**config.mk**
```make
export PLATFORM = sky130hd
export DESIGN_NAME = vpu_dst_port_flat
export DESIGN_NICKNAME = d
export VERILOG_FILES = /design/src/rtl/vpu_dst_port_if.sv /design/src/rtl/vpu_dst_port.sv /design/src/flat_wrapper.sv
export SDC_FILE = /design/constraint.sdc
export NUM_CORES = 1
export LEC_CHECK = 0
export BUFFER_PORTS_ARGS = -buffer_cell sky130_fd_sc_hd__buf_2
export CORE_UTILIZATION = 31
export CTS_CLUSTER_DIAMETER = 200
export DETAILED_ROUTE_END_ITERATION = 8
export SYNTH_ARGS = -nofsm -noshare
export SYNTH_HDL_FRONTEND = slang
export SYNTH_SLANG_ARGS = --single-unit
```
**constraint.sdc**
```tcl
create_clock -name clk -period 23.6 [get_ports clk]
set_clock_uncertainty 0.15 [all_clocks]
set_input_delay 1.18 -clock clk [delete_from_list [all_inputs] [get_ports clk]]
set_output_delay 1.18 -clock clk [all_outputs]
set_load 0.05 [all_outputs]
```
**src/rtl/vpu_dst_port_if.sv**
```systemverilog
// Bundle of the command, ALU result and VRF write handshakes seen by vpu_dst_port.
// slave is the collector's view; master is the environment (controller, ALU, VRF).
interface vpu_dst_port_if #(
  parameter int OPERAND_WIDTH  = 32,
  parameter int ELEMS_PER_WORD = 4,
  parameter int ADDR_WIDTH     = 5
);
  logic                                    start_i;
  logic [ADDR_WIDTH-1:0]                   dst_addr_i;
  logic [7:0]                              elem_cnt_i;
  logic                                    busy_o;
  logic                                    res_valid_i;
  logic [OPERAND_WIDTH-1:0]                res_i;
  logic                                    res_ready_o;
  logic                                    wr_valid_o;
  logic                                    wr_ready_i;
  logic [ADDR_WIDTH-1:0]                   wr_addr_o;
  logic [OPERAND_WIDTH*ELEMS_PER_WORD-1:0] wr_data_o;
  logic [ELEMS_PER_WORD-1:0]               wr_mask_o;
  logic                                    done_o;

  modport slave (
    input  start_i, dst_addr_i, elem_cnt_i, res_valid_i, res_i, wr_ready_i,
    output busy_o, res_ready_o, wr_valid_o, wr_addr_o, wr_data_o, wr_mask_o, done_o
  );

  modport master (
    output start_i, dst_addr_i, elem_cnt_i, res_valid_i, res_i, wr_ready_i,
    input  busy_o, res_ready_o, wr_valid_o, wr_addr_o, wr_data_o, wr_mask_o, done_o
  );
endinterface

```
**src/rtl/vpu_dst_port.sv**
```systemverilog
// VPU destination port: packs ALU results into masked VRF words, buffers completed
// words in a small FIFO and writes them at incrementing addresses, then pulses done.

// One staging lane. data_o/mask_o show the lane as it would look with this cycle's
// element included, so a completing word can be pushed without waiting a cycle.
module vpu_dst_lane #(
  parameter int OPERAND_WIDTH = 32
) (
  input  logic                     clk,
  input  logic                     rst,
  input  logic                     clr_i,
  input  logic                     load_i,
  input  logic [OPERAND_WIDTH-1:0] res_i,
  output logic [OPERAND_WIDTH-1:0] data_o,
  output logic                     mask_o
);
  logic [OPERAND_WIDTH-1:0] data_q, data_d;
  logic                     mask_q, mask_d;

  always_comb begin
    data_d = data_q;
    mask_d = mask_q;
    if (clr_i) begin
      data_d = '0;
      mask_d = 1'b0;
    end else if (load_i) begin
      data_d = res_i;
      mask_d = 1'b1;
    end
  end

  always_ff @(posedge clk or posedge rst) begin
    if (rst) begin
      data_q <= '0;
      mask_q <= 1'b0;
    end else begin
      data_q <= data_d;
      mask_q <= mask_d;
    end
  end

  assign data_o = load_i ? res_i : data_q;
  assign mask_o = load_i | mask_q;
endmodule

module vpu_dst_port #(
  parameter int OPERAND_WIDTH  = 32,
  parameter int ELEMS_PER_WORD = 4,
  parameter int ADDR_WIDTH     = 5,
  parameter int FIFO_DEPTH     = 2
) (
  input  logic           clk,
  input  logic           rst,
  vpu_dst_port_if.slave  bus
);
  localparam int LP_W = (ELEMS_PER_WORD > 1) ? $clog2(ELEMS_PER_WORD) : 1;
  localparam int FP_W = (FIFO_DEPTH > 1) ? $clog2(FIFO_DEPTH) : 1;
  localparam int FC_W = $clog2(FIFO_DEPTH + 1);

  typedef enum logic [1:0] {IDLE, COLLECT, DRAIN, DONE} state_t;

  typedef struct packed {
    logic [ADDR_WIDTH-1:0]                         addr;
    logic [ELEMS_PER_WORD-1:0]                     mask;
    logic [ELEMS_PER_WORD-1:0][OPERAND_WIDTH-1:0]  data;
  } wr_ent_t;

  state_t                            state_q, state_d;
  logic [ADDR_WIDTH-1:0]             addr_q, addr_d;
  logic [7:0]                        rem_q, rem_d;
  logic [LP_W-1:0]                   lane_ptr_q, lane_ptr_d;
  wr_ent_t [FIFO_DEPTH-1:0]          fifo_q, fifo_d;
  logic [FP_W-1:0]                   rd_ptr_q, rd_ptr_d;
  logic [FP_W-1:0]                   wr_ptr_q, wr_ptr_d;
  logic [FC_W-1:0]                   fcnt_q, fcnt_d;

  logic                                         start_acc, accept, complete, push, pop;
  logic                                         wr_valid, lane_clr;
  logic [ELEMS_PER_WORD-1:0]                    lane_load;
  logic [ELEMS_PER_WORD-1:0][OPERAND_WIDTH-1:0] word_data;
  logic [ELEMS_PER_WORD-1:0]                    word_mask;
  wr_ent_t                                      push_ent, head;

  function automatic logic [FP_W-1:0] ptr_inc(input logic [FP_W-1:0] p);
    return (p == FP_W'(FIFO_DEPTH - 1)) ? '0 : p + 1'b1;
  endfunction

  // ---------------- FSM ----------------
  always_ff @(posedge clk or posedge rst) begin
    if (rst) state_q <= IDLE;
    else     state_q <= state_d;
  end

  always_comb begin
    state_d = state_q;
    unique case (state_q)
      IDLE:    if (bus.start_i) state_d = (bus.elem_cnt_i == 8'd0) ? DONE : COLLECT;
      COLLECT: if (push && rem_q == 8'd1) state_d = DRAIN;
      DRAIN:   if (fcnt_q == '0 || (fcnt_q == FC_W'(1) && pop)) state_d = DONE;
      DONE:    state_d = IDLE;
      default: state_d = IDLE;
    endcase
  end

  always_comb begin
    bus.busy_o      = (state_q != IDLE);
    bus.done_o      = (state_q == DONE);
    bus.res_ready_o = (state_q == COLLECT) && (fcnt_q < FC_W'(FIFO_DEPTH));
  end

  // ---------------- handshakes ----------------
  assign start_acc = (state_q == IDLE) && bus.start_i;
  assign accept    = bus.res_valid_i && bus.res_ready_o;
  // A word closes on its last lane or on the command's last element.
  assign complete  = accept && (lane_ptr_q == LP_W'(ELEMS_PER_WORD - 1) || rem_q == 8'd1);
  assign push      = complete;
  assign wr_valid  = (fcnt_q != '0);
  assign pop       = wr_valid && bus.wr_ready_i;
  assign lane_clr  = start_acc || complete;

  // ---------------- staging lanes ----------------
  for (genvar g = 0; g < ELEMS_PER_WORD; g++) begin : g_sel
    assign lane_load[g] = accept && (lane_ptr_q == LP_W'(g));
  end

  vpu_dst_lane #(.OPERAND_WIDTH(OPERAND_WIDTH)) u_lane [ELEMS_PER_WORD-1:0] (
    .clk    (clk),
    .rst    (rst),
    .clr_i  (lane_clr),
    .load_i (lane_load),
    .res_i  (bus.res_i),
    .data_o (word_data),
    .mask_o (word_mask)
  );

  always_comb begin
    push_ent      = '0;
    push_ent.addr = addr_q;
    push_ent.mask = word_mask;
    push_ent.data = word_data;
  end

  // ---------------- counters, address, FIFO ----------------
  always_comb begin
    addr_d     = addr_q;
    rem_d      = rem_q;
    lane_ptr_d = lane_ptr_q;
    if (start_acc) begin
      addr_d     = bus.dst_addr_i;
      rem_d      = bus.elem_cnt_i;
      lane_ptr_d = '0;
    end else if (accept) begin
      rem_d      = rem_q - 8'd1;
      lane_ptr_d = complete ? '0 : lane_ptr_q + 1'b1;
      if (complete) addr_d = addr_q + 1'b1;
    end
  end

  always_comb begin
    fifo_d   = fifo_q;
    wr_ptr_d = wr_ptr_q;
    rd_ptr_d = rd_ptr_q;
    fcnt_d   = fcnt_q;
    if (push) begin
      fifo_d[wr_ptr_q] = push_ent;
      wr_ptr_d         = ptr_inc(wr_ptr_q);
    end
    if (pop) rd_ptr_d = ptr_inc(rd_ptr_q);
    unique case ({push, pop})
      2'b10:   fcnt_d = fcnt_q + 1'b1;
      2'b01:   fcnt_d = fcnt_q - 1'b1;
      default: fcnt_d = fcnt_q;
    endcase
  end

  always_ff @(posedge clk or posedge rst) begin
    if (rst) begin
      addr_q     <= '0;
      rem_q      <= '0;
      lane_ptr_q <= '0;
      fifo_q     <= '0;
      wr_ptr_q   <= '0;
      rd_ptr_q   <= '0;
      fcnt_q     <= '0;
    end else begin
      addr_q     <= addr_d;
      rem_q      <= rem_d;
      lane_ptr_q <= lane_ptr_d;
      fifo_q     <= fifo_d;
      wr_ptr_q   <= wr_ptr_d;
      rd_ptr_q   <= rd_ptr_d;
      fcnt_q     <= fcnt_d;
    end
  end

  // Head fields are zeroed while empty so stale entries never show on the bus.
  assign head           = fifo_q[rd_ptr_q];
  assign bus.wr_valid_o = wr_valid;
  assign bus.wr_addr_o  = wr_valid ? head.addr : '0;
  assign bus.wr_mask_o  = wr_valid ? head.mask : '0;
  assign bus.wr_data_o  = wr_valid ? head.data : '0;
endmodule

```
**src/flat_wrapper.sv**
```systemverilog
// flat-port wrapper written by rule: the top's interface ports become plain ports
module vpu_dst_port_flat 
#(
  parameter int OPERAND_WIDTH  = 32,
  parameter int ELEMS_PER_WORD = 4,
  parameter int ADDR_WIDTH     = 5,
  parameter int FIFO_DEPTH     = 2
)
  (clk, rst, bus_start_i, bus_dst_addr_i, bus_elem_cnt_i, bus_res_valid_i, bus_res_i, bus_wr_ready_i, bus_busy_o, bus_res_ready_o, bus_wr_valid_o, bus_wr_addr_o, bus_wr_data_o, bus_wr_mask_o, bus_done_o);
  vpu_dst_port_if #(.OPERAND_WIDTH(OPERAND_WIDTH), .ELEMS_PER_WORD(ELEMS_PER_WORD), .ADDR_WIDTH(ADDR_WIDTH)) bus_i ();
  input  logic clk;
  input  logic rst;
  input wire logic [$bits(bus_i.start_i)-1:0] bus_start_i;
  input wire logic [$bits(bus_i.dst_addr_i)-1:0] bus_dst_addr_i;
  input wire logic [$bits(bus_i.elem_cnt_i)-1:0] bus_elem_cnt_i;
  input wire logic [$bits(bus_i.res_valid_i)-1:0] bus_res_valid_i;
  input wire logic [$bits(bus_i.res_i)-1:0] bus_res_i;
  input wire logic [$bits(bus_i.wr_ready_i)-1:0] bus_wr_ready_i;
  output wire logic [$bits(bus_i.busy_o)-1:0] bus_busy_o;
  output wire logic [$bits(bus_i.res_ready_o)-1:0] bus_res_ready_o;
  output wire logic [$bits(bus_i.wr_valid_o)-1:0] bus_wr_valid_o;
  output wire logic [$bits(bus_i.wr_addr_o)-1:0] bus_wr_addr_o;
  output wire logic [$bits(bus_i.wr_data_o)-1:0] bus_wr_data_o;
  output wire logic [$bits(bus_i.wr_mask_o)-1:0] bus_wr_mask_o;
  output wire logic [$bits(bus_i.done_o)-1:0] bus_done_o;
  assign bus_i.start_i = bus_start_i;
  assign bus_i.dst_addr_i = bus_dst_addr_i;
  assign bus_i.elem_cnt_i = bus_elem_cnt_i;
  assign bus_i.res_valid_i = bus_res_valid_i;
  assign bus_i.res_i = bus_res_i;
  assign bus_i.wr_ready_i = bus_wr_ready_i;
  assign bus_busy_o = bus_i.busy_o;
  assign bus_res_ready_o = bus_i.res_ready_o;
  assign bus_wr_valid_o = bus_i.wr_valid_o;
  assign bus_wr_addr_o = bus_i.wr_addr_o;
  assign bus_wr_data_o = bus_i.wr_data_o;
  assign bus_wr_mask_o = bus_i.wr_mask_o;
  assign bus_done_o = bus_i.done_o;
  vpu_dst_port #(.OPERAND_WIDTH(OPERAND_WIDTH), .ELEMS_PER_WORD(ELEMS_PER_WORD), .ADDR_WIDTH(ADDR_WIDTH), .FIFO_DEPTH(FIFO_DEPTH)) u_core (.clk(clk), .rst(rst), .bus(bus_i));
endmodule
```
==> results_dict.tcl <==
set metrics [dict create \
    outcome "completed" \
    syn_area_um2 19200 \
    wl_per_cell_um 18.7 \
    cts-root-buf "clkbuf_16" \
    wirelength_um 45600 \
    synth-edff-count 0 \
    rsz0062_at_grt "no" \
    synth_warnings 0 \
    grt_max_degree 181 \
    yosys-top-cells-area "dfrtp_1 56%, mux2_2 23%, mux2i_1 7.2%, nor2b_1 3.9%, nor2_1 2.9%" \
    required_ps 22270 \
    first_iter_violations 458 \
    drv_cap 0 \
    cts_htree_levels 2 \
    fill_cells 5884 \
    syn_to_final_growth_pct 17.8 \
    cts_num_sinks 427 \
    hold_viol 0 \
    finalCritPeriodShare_pct 19.4 \
    synth-seq-cells 427 \
    max-clock-path-buffers 3 \
    path_clk_slew_ps 60 \
    synth_fp_nets 1524 \
    worst_setup_path_end_kind "output pin" \
    slew_headroom_pct 25.7 \
    hold_class "reg2reg" \
    io_buffers 190 \
    yosysSeqAreaShare_pct 55.5 \
    die_w_um 251 \
    grt_pass1_wl_um 72600 \
    ctsResizeCount 0 \
    pin_count 191 \
    yosys_most_used_dff "dfrtp_1" \
    clock.fmax_ghz 0.219 \
    final-setup-viol-count 0 \
    first_pass_iters 4 \
    diodes 0 \
    via_count 11600 \
    tns_ps 0 \
    worstSetupPathType "reg2out" \
    async_reset_ff_share_pct 100 \
    core_um2 60800 \
    hold_slack_ps 338 \
    fin_ws_ps 19030 \
    dieArea_um2 63100 \
    cts_buffers 50 \
    start_util_pct 31.7 \
    tightest_slew_ps 1120 \
    netlist.area_leader.share_pct 55.5 \
    cts_setup_buffers 0 \
    place.gp.congestion 0.743 \
    drtAntennaViolNets 0 \
    leakagePower_nw 12.0 \
    hpwl_um 26900 \
    ir_worst_vdd_v 0.0000812 \
    fin_nets 1689 \
    dieHeight_um 251 \
    synth.avg_cell_area_um2 13.2 \
    clkLatencyLatePin_ps 570 \
    antenna_found_initial 2 \
    synth_cells 1459 \
    drc 0 \
    drv_slew 0 \
    post-route-min-period_ps 4570 \
    arrival_ps 3240 \
    crit_path_max_fanout 51 \
    grt_pass1_vias 12700 \
    worstSetupStartpointType "register" \
    overflow 0 \
    p_per_area_nw_per_um2 106 \
    place_ws_ps 19470 \
    drt-vias-per-instance 4.76 \
    num_rows 90 \
    tritoncts "yes" \
    drive_gt1_share_pct 41.4 \
    synth_top_area_cell "dfrtp_1" \
    grt.total_usage_pct 14.6 \
    cts_hold_buf 0 \
    ys_types 37 \
]
-- area by class of cell --
type / instances / area [um^2] / share of cell area [%]
clock buffers: 71 / 1490 / 6.59
clock inverters: 18 / 243 / 1.07
inverters: 13 / 56.3 / 0.248
multi-input cells: 926 / 8110 / 35.8
flip-flops and latches: 427 / 10700 / 47.2
well taps: 782 / 978 / 4.32
repair buffers: 206 / 1100 / 4.84
-- critical path: stages (launching register included) --
cell and delay [ps]:
dfrtp_4 930, buf_4 910, mux2i_1 290, nor2_1 160, buf_2 290
-- power breakdown --
part / switching (mW) / leakage, nW / internal [mW]
registers: 0.0788 / 5.89 / 0.855
clock network: 0.308 / 0.851 / 0.495
logic: 0.412 / 5.28 / 0.251
total: 0.799 / 12.0 / 1.60
-- layout by cell type, fill, tap and decap left out, types with 5 or more instances in the layout --
cell type  count
and2b_1       14
xor2_1         6
clkbuf_1       8
o21ai_0       13
ha_1          14
buf_4         14
buf_2        190
clkbuf_8      10
nor2_1       150
inv_1         12
a21oi_1        5
clkinv_2       5
bufinv_16      5
a31oi_1        5
mux2_1        15
mux2_2       387
nand2_1       17
dfrtp_1      426
nand3_1        5
nor2b_1      120
clkbuf_16     53
mux2i_1      139
-- flip-flops by register name, summed over array words and instances (netlist names) --
name	flops
u_core.wr_ptr_q	1
u_core.fifo_q	274
u_core.state_q	2
u_core.fcnt_q	2
u_core.rem_q	8
u_core.rd_ptr_q	1
u_core.addr_q	5
u_core.u_lane.mask_q	4
u_core.lane_ptr_q	2
u_core.u_lane.data_q	128
-- through the flow --
stage / utilization, % / std cells / power [mW] / cell area, um^2
detailed placement: 34.4 / 2354 / 1.62 / 20900
finish: 37.3 / 2443 / 2.40 / 22700
CTS: 37.3 / 2443 / 2.44 / 22700
global route: 37.3 / 2443 / 2.53 / 22700
global placement: 34.4 / 2354 / 1.60 / 20900
floorplan: - / 1459 / 1.44 / 19200
-- cells in the mapped netlist (all sizes together), types with 13 or more instances --
master / n
ha: 15
mux2i: 139
clkbuf: 37
dfrtp: 427
mux2: 402
nor2b: 120
buf: 56
inv: 13
nand2: 21
o21ai: 14
nor2: 150
and2b: 14
-- routing by layer --
metal | GRT usage, % | up-vias | share of wire, %
met2 | 24.9 | 183 | 49
met1 | 19.1 | 6012 | 45
met4 | 4.23 | 4 | 2.0
met3 | 2.52 | 67 | 3.7
li1 | - | 5355 | -
met5 | 0 | - | 0.048
-- worst paths after layout --
kind,from,end,slack [ps],depth (start not counted)
max in group asynchronous,rst,u_core.fifo_q[157]$_DFFE_PP0P_,20400,4
hold / removal,u_core.fifo_q[129]$_DFFE_PP0P_,u_core.fifo_q[129]$_DFFE_PP0P_,340,1
setup / recovery,u_core.rd_ptr_q$_DFFE_PP0P_,bus_wr_data_o[41],19030,4
hold reg to reg,u_core.fifo_q[129]$_DFFE_PP0P_,u_core.fifo_q[129]$_DFFE_PP0P_,340,1
setup reg to reg,u_core.state_q[1]$_DFFE_PP0P_,u_core.u_lane[1].data_q[26]$_DFF_PP0_,20020,7
min in group asynchronous,rst,u_core.state_q[0]$_DFFE_PP0P_,640,2
-- cells by family after synthesis --
logic type,share of synthesized area (%)
multiplexers,30.7
flip-flops,55.5
adder cells (fa/ha/maj),0.975
AO/OA/AOI/OAI,0.988
buffers and inverters,2.60
AND/OR/NAND/NOR,8.72
XOR/XNOR,0.455
No activity file was read; power rests on OpenSTA's default activity.
